--- config.mk ---
export PLATFORM = sky130hd
export DESIGN_NAME = sram_access_arbiter
export DESIGN_NICKNAME = d
export VERILOG_FILES = /design/src/rtl/sram_ctl_pkg.sv /design/src/rtl/rr_pick.sv /design/src/rtl/sram_access_arbiter.sv
export SDC_FILE = /design/constraint.sdc
export NUM_CORES = 1
export LEC_CHECK = 0
export CORE_MARGIN = 1
export CORE_UTILIZATION = 47
export DETAILED_ROUTE_END_ITERATION = 10
export PLACE_DENSITY = 0.83
export SLEW_MARGIN = 20
export SYNTH_ARGS = -nofsm -noshare
export SYNTH_HDL_FRONTEND = slang
export SYNTH_HIERARCHICAL = 1
export SYNTH_SLANG_ARGS = --single-unit
--- constraint.sdc ---
create_clock -name clk -period 6.5 [get_ports clk]
set_input_delay 0.65 -clock clk [delete_from_list [all_inputs] [get_ports clk]]
set_output_delay 0.65 -clock clk [all_outputs]
set_load 0.02 [all_outputs]
--- src/rtl/sram_ctl_pkg.sv ---
// Shared state encoding and width defaults for the packet SRAM control path.
package sram_ctl_pkg;

    localparam int ADDR_W_DEF    = 12;
    localparam int PORT_ID_W_DEF = 4;

    typedef enum logic [1:0] {
        ST_IDLE = 2'd0,
        ST_WR   = 2'd1,
        ST_RD   = 2'd2
    } state_t;

endpackage

--- src/rtl/rr_pick.sv ---
// Round-robin first-set search starting one above the last winner.
module rr_pick #(
    parameter int num_of_ports  = 16,
    parameter int port_id_width = 4
) (
    input  logic [num_of_ports-1:0]  req,
    input  logic [port_id_width-1:0] ptr,
    output logic [num_of_ports-1:0]  onehot,
    output logic [port_id_width-1:0] idx,
    output logic                     any
);

    logic [port_id_width-1:0] k;

    always_comb begin
        onehot = '0;
        idx    = '0;
        any    = 1'b0;
        k      = '0;
        for (int i = 1; i <= num_of_ports; i++) begin
            k = port_id_width'((int'(ptr) + i) % num_of_ports);
            if (!any && req[k]) begin
                any       = 1'b1;
                onehot[k] = 1'b1;
                idx       = k;
            end
        end
    end

endmodule

--- src/rtl/sram_access_arbiter.sv ---
// Packet-granular arbiter for the single-port packet SRAM: one writer,
// round-robin readers, read-data strobe aligned to the SRAM latency.
module sram_access_arbiter
    import sram_ctl_pkg::*;
#(
    parameter int num_of_ports    = 16,
    parameter int port_id_width   = PORT_ID_W_DEF,
    parameter int address_width   = ADDR_W_DEF,
    parameter int wr_starve_limit = 8,
    parameter int idle_timeout    = 32,
    parameter int sram_rd_latency = 1
) (
    input  logic                                  clk,
    input  logic                                  rst,
    input  logic                                  wr_req,
    input  logic [address_width-1:0]              wr_addr,
    input  logic                                  wr_last,
    output logic                                  wr_gnt,
    input  logic [num_of_ports-1:0]               rd_req,
    input  logic [address_width*num_of_ports-1:0] rd_addr,
    input  logic [num_of_ports-1:0]               rd_last,
    output logic [num_of_ports-1:0]               rd_gnt,
    output logic [num_of_ports-1:0]               rd_data_vld,
    output logic                                  sram_en,
    output logic                                  sram_we,
    output logic [address_width-1:0]              sram_addr,
    output logic                                  abort,
    output logic                                  busy
);

    localparam int streak_w = $clog2(wr_starve_limit + 1);
    localparam int tmo_w    = $clog2(idle_timeout + 1);

    state_t                   state, state_nxt;
    logic [num_of_ports-1:0]  gnt_oh, pick_oh;
    logic [port_id_width-1:0] win_idx, rr_ptr, pick_idx;
    logic                     pick_any;
    logic [streak_w-1:0]      wr_streak;
    logic [tmo_w-1:0]         tmo_cnt;
    logic [address_width-1:0] rd_addr_sel, act_addr;
    logic                     rd_last_sel, act_req, act_last;
    logic                     beat, tmo_hit, pkt_end, to_abort, leave, wr_pick;

    logic [sram_rd_latency:0]                    pipe_vld;
    logic [sram_rd_latency:0][port_id_width-1:0] pipe_idx;

    rr_pick #(
        .num_of_ports (num_of_ports),
        .port_id_width(port_id_width)
    ) u_rr_pick (
        .req   (rd_req),
        .ptr   (rr_ptr),
        .onehot(pick_oh),
        .idx   (pick_idx),
        .any   (pick_any)
    );

    always_comb begin
        rd_addr_sel = '0;
        rd_last_sel = 1'b0;
        for (int i = 0; i < num_of_ports; i++) begin
            if (gnt_oh[i]) begin
                rd_addr_sel = rd_addr_sel | rd_addr[i*address_width +: address_width];
                rd_last_sel = rd_last_sel | rd_last[i];
            end
        end
    end

    always_comb begin
        act_req  = 1'b0;
        act_last = 1'b0;
        act_addr = wr_addr;
        unique case (state)
            ST_WR: begin
                act_req  = wr_req;
                act_last = wr_last;
            end
            ST_RD: begin
                act_req  = |(rd_req & gnt_oh);
                act_last = rd_last_sel;
                act_addr = rd_addr_sel;
            end
            default: ;
        endcase
    end

    // A last beat on the timeout cycle wins over the abort.
    assign beat     = act_req;
    assign tmo_hit  = (state != ST_IDLE) && (tmo_cnt == tmo_w'(idle_timeout));
    assign pkt_end  = beat & act_last;
    assign to_abort = tmo_hit & ~pkt_end;
    assign leave    = pkt_end | to_abort;
    assign wr_pick  = wr_req &&
                      ((wr_streak < streak_w'(wr_starve_limit)) || (rd_req == '0));

    always_comb begin
        state_nxt = state;
        unique case (state)
            ST_IDLE: begin
                if (wr_pick)
                    state_nxt = ST_WR;
                else if (pick_any)
                    state_nxt = ST_RD;
            end
            ST_WR, ST_RD: begin
                if (leave)
                    state_nxt = ST_IDLE;
            end
            default: state_nxt = ST_IDLE;
        endcase
    end

    always_ff @(posedge clk or negedge rst) begin
        if (!rst) begin
            state   <= ST_IDLE;
            gnt_oh  <= '0;
            win_idx <= '0;
            abort   <= 1'b0;
        end else begin
            state <= state_nxt;
            abort <= to_abort;
            if (state == ST_IDLE && state_nxt == ST_RD) begin
                gnt_oh  <= pick_oh;
                win_idx <= pick_idx;
            end
        end
    end

    always_ff @(posedge clk or negedge rst) begin
        if (!rst) begin
            wr_streak <= '0;
            rr_ptr    <= port_id_width'(num_of_ports - 1);
            tmo_cnt   <= '0;
        end else begin
            if (leave && state == ST_WR) begin
                if (wr_streak < streak_w'(wr_starve_limit))
                    wr_streak <= wr_streak + streak_w'(1);
            end else if ((leave && state == ST_RD) ||
                         (state == ST_IDLE && rd_req == '0)) begin
                wr_streak <= '0;
            end
            if (leave && state == ST_RD)
                rr_ptr <= win_idx;
            if (state == ST_IDLE || beat || leave)
                tmo_cnt <= '0;
            else
                tmo_cnt <= tmo_cnt + tmo_w'(1);
        end
    end

    always_ff @(posedge clk or negedge rst) begin
        if (!rst) begin
            sram_en   <= 1'b0;
            sram_we   <= 1'b0;
            sram_addr <= '0;
            pipe_vld  <= '0;
            pipe_idx  <= '0;
        end else begin
            sram_en <= beat;
            if (beat) begin
                sram_we   <= (state == ST_WR);
                sram_addr <= act_addr;
            end
            // Stage 0 lines up with the sram_en read cycle.
            pipe_vld[0] <= beat && (state == ST_RD);
            pipe_idx[0] <= win_idx;
            for (int i = 1; i <= sram_rd_latency; i++) begin
                pipe_vld[i] <= pipe_vld[i-1];
                pipe_idx[i] <= pipe_idx[i-1];
            end
        end
    end

    always_comb begin
        rd_data_vld = '0;
        if (pipe_vld[sram_rd_latency])
            rd_data_vld[pipe_idx[sram_rd_latency]] = 1'b1;
    end

    assign wr_gnt = (state == ST_WR);
    assign rd_gnt = (state == ST_RD) ? gnt_oh : '0;
    assign busy   = (state != ST_IDLE);

endmodule

# Word level (Yosys, flattened, before mapping)
# Cells that the tools add are included.
[op_classes]
n_addsub = 18
n_reduce_logical = 65
muxes = 159
eq_ne = 5
order_cmp = 35
bitwise_logic = 50
[ops]
columns = ["op", "count"]
rows = [
  ["$mux W16", 18],
  ["$or A16 B16 Y16", 15],
  ["$mux W12", 17],
  ["$or A12 B12 Y12", 15],
  ["$lt A4 B5 Y1 const B", 17],
  ["$mux W4", 19],
  ["$demux W1 S4", 17],
  ["$ge A4 B1 Y1 const B", 17],
  ["$mux W1", 65],
  ["$bmux W1 S4", 16],
  ["$logic_and A1 B1 Y1", 39],
  ["$add A4 B4 Y4 const B", 8],
  ["$add A4 B3 Y4 const B", 4],
  ["$and A16 B16 Y16", 1],
  ["$logic_not A16 Y1", 1],
  ["$or A1 B1 Y1", 16],
  ["$reduce_or A16 Y1", 1],
  ["$logic_not A1 Y1", 15],
  ["$add A4 B1 Y4 const B", 3],
  ["$add A4 B2 Y4 const B", 2],
  ["$add A6 B1 Y6 const B", 1],
  ["$eq A6 B6 Y1 const B", 1],
  ["$mux W2", 3],
  ["$mux W6", 1],
  ["other kinds (13)", 20],
]
[totals]
input_bits = 240
out_inout_bits = 49
regBits = 61
elab_cells = 345

# Depth between registers and ports, before layout
[depth]
depth_word = 54
mapped_depth = 19
ltp_nobuf = 13

# By module
# Netlist, hierarchy kept.
[modules_own_cells]
columns = ["module", "n_inst", "seq_area_each_um2", "area_each_um2", "cells_each"]
rows = [
  ["rr_pick", 1, 0.0, 4166.5, 581],
  ["sram_access_arbiter", 1, 1531.5, 4131.5, 436],
]

# Worst setup path before layout
# OpenSTA, ideal clock, no wires.
[synth_path]
path_type = "reg2reg"
from = "reg rr_ptr[1]"
to = "reg win_idx[2]"
required_time_ps = 6375
arrival_ps = 4747
synth_period_minus_slack_ps = 4873
path_buffers = 6
slack_ps = 1627
stages_incl_launch_ff = 18
cell_sequence = "dfstp_2 -> buf_6 -> buf_6 -> inv_1 -> ha_1 -> clkbuf_1 -> buf_2 -> mux4_2 -> mux2_2 -> mux2_2 -> nor4_1 -> nand4_1 -> nor3_2 -> buf_4 -> clkbuf_1 -> a21oi_1 -> o221a_2 -> mux2_4"
[synth_between]
elab_cells_between_ends = 115
[synth_lines]
columns = ["element", "line", "rtl"]
rows = [
  ["start, declared", "sram_access_arbiter.sv:36", "logic [port_id_width-1:0] win_idx, rr_ptr, pick_idx;"],
  ["start signal, assigned", "sram_access_arbiter.sv:132", "rr_ptr <= port_id_width'(num_of_ports - 1);"],
  ["start signal, assigned", "sram_access_arbiter.sv:143", "rr_ptr <= win_idx;"],
  ["$add A4 B1 Y4", "rr_pick.sv:21", "k = port_id_width'((int'(ptr) + i) % num_of_ports);"],
  ["$bmux W1 S4", "rr_pick.sv:22", "if (!any && req[k]) begin"],
  ["$mux W1 (not written as such)", "rr_pick.sv:22", ""],
  ["$mux W1", "rr_pick.sv:22", ""],
  ["$logic_not A1 Y1", "rr_pick.sv:22", ""],
  ["$logic_and A1 B1 Y1", "rr_pick.sv:22", ""],
  ["$mux W1", "rr_pick.sv:22", ""],
  ["$logic_not A1 Y1", "rr_pick.sv:22", ""],
  ["[34 not listed]", "--", ""],
  ["$mux W1", "rr_pick.sv:22", ""],
  ["$logic_not A1 Y1", "rr_pick.sv:22", ""],
  ["$logic_and A1 B1 Y1", "rr_pick.sv:22", ""],
  ["$mux W1", "rr_pick.sv:22", ""],
  ["$logic_not A1 Y1", "rr_pick.sv:22", ""],
  ["$logic_and A1 B1 Y1", "rr_pick.sv:22", ""],
  ["$mux W4 (*)", "rr_pick.sv:22", ""],
  ["net pick_idx[2]", "sram_access_arbiter.sv:36", ""],
  ["end signal, assigned", "sram_access_arbiter.sv:124", "win_idx <= pick_idx;"],
  ["end, declared", "sram_access_arbiter.sv:36", ""],
]
# Mark *: on every way through the listed nets, which the timed path passes. The rest lies on a longest branch. The select of a mux whose other input is x is not followed.
# A chain may end at the register's enable or synchronous reset.

# Final worst setup path
[layout_path]
from = "reg rr_ptr[0]"
to = "reg gnt_oh[3]"
[layout_between]
elab_chain_len = 54
elab_cells_between_ends = 210
[layout_lines]
columns = ["element", "line", "rtl"]
rows = [
  ["$add A4 B1 Y4", "rr_pick.sv:21", ""],
  ["$bmux W1 S4", "rr_pick.sv:22", ""],
  ["$mux W1 (not written as such)", "rr_pick.sv:22", ""],
  ["$mux W1", "rr_pick.sv:22", ""],
  ["$logic_not A1 Y1", "rr_pick.sv:22", ""],
  ["$logic_and A1 B1 Y1", "rr_pick.sv:22", ""],
  ["$mux W1", "rr_pick.sv:22", ""],
  ["$logic_not A1 Y1", "rr_pick.sv:22", ""],
  ["[39 not listed]", "--", ""],
  ["$logic_and A1 B1 Y1", "rr_pick.sv:22", ""],
  ["$mux W1 (*)", "rr_pick.sv:22", ""],
  ["net pick_any", "sram_access_arbiter.sv:37", "logic pick_any;"],
  ["$mux W2 (*)", "sram_access_arbiter.sv:102", "else if (pick_any)"],
  ["$mux W2 (*)", "sram_access_arbiter.sv:100", "if (wr_pick)"],
  ["$pmux W2 S2 (*)", "sram_access_arbiter.sv:98", "unique case (state)"],
  ["$eq A2 B2 Y1 (*)", "sram_access_arbiter.sv:122", "if (state == ST_IDLE && state_nxt == ST_RD) begin"],
  ["$logic_and A1 B1 Y1 (*)", "sram_access_arbiter.sv:122", ""],
  ["end signal, assigned", "sram_access_arbiter.sv:123", "gnt_oh <= pick_oh;"],
  ["end, declared", "sram_access_arbiter.sv:35", "logic [num_of_ports-1:0] gnt_oh, pick_oh;"],
]
# Marks and branches as above.

==> summary.txt <==
Worst setup path
  • Max FO, Critical Path: 20
  • Critical Path RT: 6.72 ns
  • Max incr delay on CP: 0.75 ns
  • Startpoint class of the critical path: flip-flop
  • Worst path slowest cell: ha_1
  • CP endpoint kind: flip-flop
  • Critical Path AT: 5.69 ns
  • CP cell instances: inv_1 -> ha_1 -> mux4_2 -> mux2i_1 -> mux2i_1 -> nor4_1 -> buf_4 -> nand4_1 -> nor2_1 -> nand2_1 -> nor2_1 -> nor4_1 -> o211ai_2 -> buf_12 -> mux2_4
  • Critical path type: reg -> reg

Clock tree
  • Htree depth: 3
  • Inserted Clock Buffers: 9
  • Clk sinks: 61
  • Cts hold-fix bufs: 0
  • PostCTS Resize Cnt: 0
  • Setup Buffers After CTS: 0
  • CTS clk-pin slew, worst paths: 0.05 ns
  • Clk_lat worst skew: 0.34 ns
  • TritonCTS clock tree: built
  • Max Root-Sink Buffers: 2
  • Root Driver: clkbuf_16

STA
  • Final setup viols: 0
  • Peak Freq: 0.183 GHz
  • Final Hold Viols: 0
  • Clock Skews: 0.00636 ns
  • Slew HR: 33.6%
  • Pins over their slew limit: 0
  • Setup TNS: 0 ns
  • Least-Margin Pin Slew: 0.968 ns
  • Tmin final: 5.47 ns
  • RSZ-0062 raised after global routing: no
  • Final Cycle Share: 84.2%
  • WHS: 0.348 ns

Global route
  • Met1 Use GR: 59.2%
  • Number of global-route vias before repair: 10372
  • Pin count of the biggest net entering global routing: 62
  • Gr busiest metal: met2
  • GR Util All Layers: 49.2%
  • First-pass GRT wire length: 65700 um
  • Grt total ovfl: 0
  • Initial antenna violation count: 1
  • Met3 Resource Use GR: 19.0%
  • GR met2 Demand/Resource: 72.8%

Synthesis
  • Top post-synthesis cells by area: dfrtp_1, a22oi_1, mux4_2
  • Netlist Area Pre-Place: 0.00830 mm2
  • Largest area contributor in the netlist: dfrtp_1
  • Synth Register Bits: 61
  • Post-synthesis sequential area ratio: 18.5%
  • Gate Count Post-Synth: 1017
  • Dominant synthesized flop cell: dfrtp_1
  • Top-count cell post-synth: nand2_1
  • Post-synth cell types: 84
  • Asr flop ratio synth: 100%
  • Mean Syn Cell Area: 8.16 um2
  • Yosys top cell area share: 17.2%
  • Synthesized Nets: 1280
  • EDFF count, synth: 0
  • Yosys Warn Count: 6
  • Commonest cells in the netlist: nand2_1, nor2_1, a22oi_1

Pwr
  • LEAKAGE: 4.50 nW
  • Power per cell area: 414 mW/mm2
  • Peak VDD IR: 0.285 mV

Die
  • Core area: 0.0173 mm2
  • Rows: 48
  • Initial Util: 48.0%
  • Die Span X: 135 um
  • Die height: 135 um
  • Die outline area: 0.0182 mm2
  • Num ports: 289

Drt
  • DRT iter0 DRCs: 1977
  • 1st-pass router iterations: 7
  • Vias: 11080
  • Antenna viol nets, final: 0
  • Detailed-route DRC error count: 0
  • Via-to-Cell Ratio: 7.37
  • Avg WL per Cell: 30.5 um
  • WL final: 45900 um

Cells and area
  • Final Net Count: 1536
  • Layout cells sized above 1: 12.7%
  • P&R area growth vs syn: 41.1%

Run
  • Max Cap Viol: 0

Placement
  • Routability-driven placement congestion ratio: 1.10
  • IO buf count: 288
  • Dpl hpwl: 33800 um

Outcome
  • Status: finished, final reports clean

Min path
  • Hold Path Class: reg -> reg
==> critical path: cells and delay by family (launching register included) <==
kind	cells	cell delay, ns
compound gates	1	0.24
fa+ha+maj	1	0.75
buf+inv	3	0.60
flops	1	0.54
mux	4	1.82
simple gates	6	1.39
==> final cells by class <==
type,instances,area (um2)
repair buffers,337,3260
clock buffers,13,260
inverters,25,93.8
well taps,225,282
flip-flops and latches,61,1530
clock inverters,3,43.8
fillers,1408,5590
multi-input cells,839,6230
diodes,1,2.50
==> logic make-up (layout without fill, tap and decap cells) <==
kind of cell	count (synthesis)	after routing	share of synthesized area, %
AND/OR/NAND/NOR	377	377	22.8
adder cells (fa/ha/maj)	23	23	3.47
multiplexers	88	88	16.1
buffers and inverters	117	378	6.51
AO/OA/AOI/OAI	331	331	30.4
flip-flops	61	61	18.5
XOR/XNOR	20	20	2.20
other	0	1	0
==> power breakdown <==
group | switching, mW | internal, mW | leakage (nW)
combinational | 2.30 | 1.36 | 3.55
clock | 0.170 | 0.318 | 0.150
sequential | 0.195 | 0.512 | 0.793
total | 2.66 | 2.19 | 4.50
==> metrics by stage <==
step                cells  power, mW  area (um2)  utilization (%)  setup slack (ns)
floorplan            1017       2.90        8300                -              1.63
global placement     1487       4.16       11400             65.9              1.30
detailed placement   1487       4.14       11400             65.9              1.29
CTS                  1503       4.65       11700             67.7              1.28
global route         1503       5.00       11700             67.7             0.907
finish               1504       4.85       11700             67.7              1.03
==> cells in the final DEF (no fill, tap or decap), types with 26 or more instances in the layout <==
cell type	n
a21oi_1	33
a221oi_1	26
a22o_1	28
a22oi_1	73
buf_4	48
clkdlybuf4s50_1	287
dfrtp_1	57
nand2_1	90
nand3_1	50
nand4_1	29
nor2_1	84
o21ai_0	45
==> per-layer routing <==
layer  routed length (um)  vias up
li1                     -     4527
met3                 7170      278
met4                 3560        0
met1                15700     5143
met5                    0        -
met2                19400     1132
==> final timing paths <==
| kind | from | endpoint | slack (ns) | cells past startpoint |
|---|---|---|---|---|
| setup / recovery | rr_ptr[0] | gnt_oh[3] | 1.03 | 15 |
| hold / removal | pipe_idx[1] | pipe_idx[5] | 0.35 | 0 |
| setup reg to reg | rr_ptr[0] | gnt_oh[3] | 1.03 | 15 |
| hold reg to reg | pipe_idx[1] | pipe_idx[5] | 0.35 | 0 |
| max in group asynchronous | rst | sram_addr[3] | 5.50 | 2 |
| min in group asynchronous | rst | pipe_idx[2] | 0.47 | 2 |
==> flip-flops by register name, indices dropped and copies added, names as in the netlist <==
name / count
pipe_idx: 8
sram_we: 1
gnt_oh: 16
wr_streak: 4
rr_ptr: 4
sram_en: 1
sram_addr: 12
win_idx: 4
tmo_cnt: 6
pipe_vld: 2
state: 2
abort: 1
Note: power is estimated with default switching activity, not from simulation.
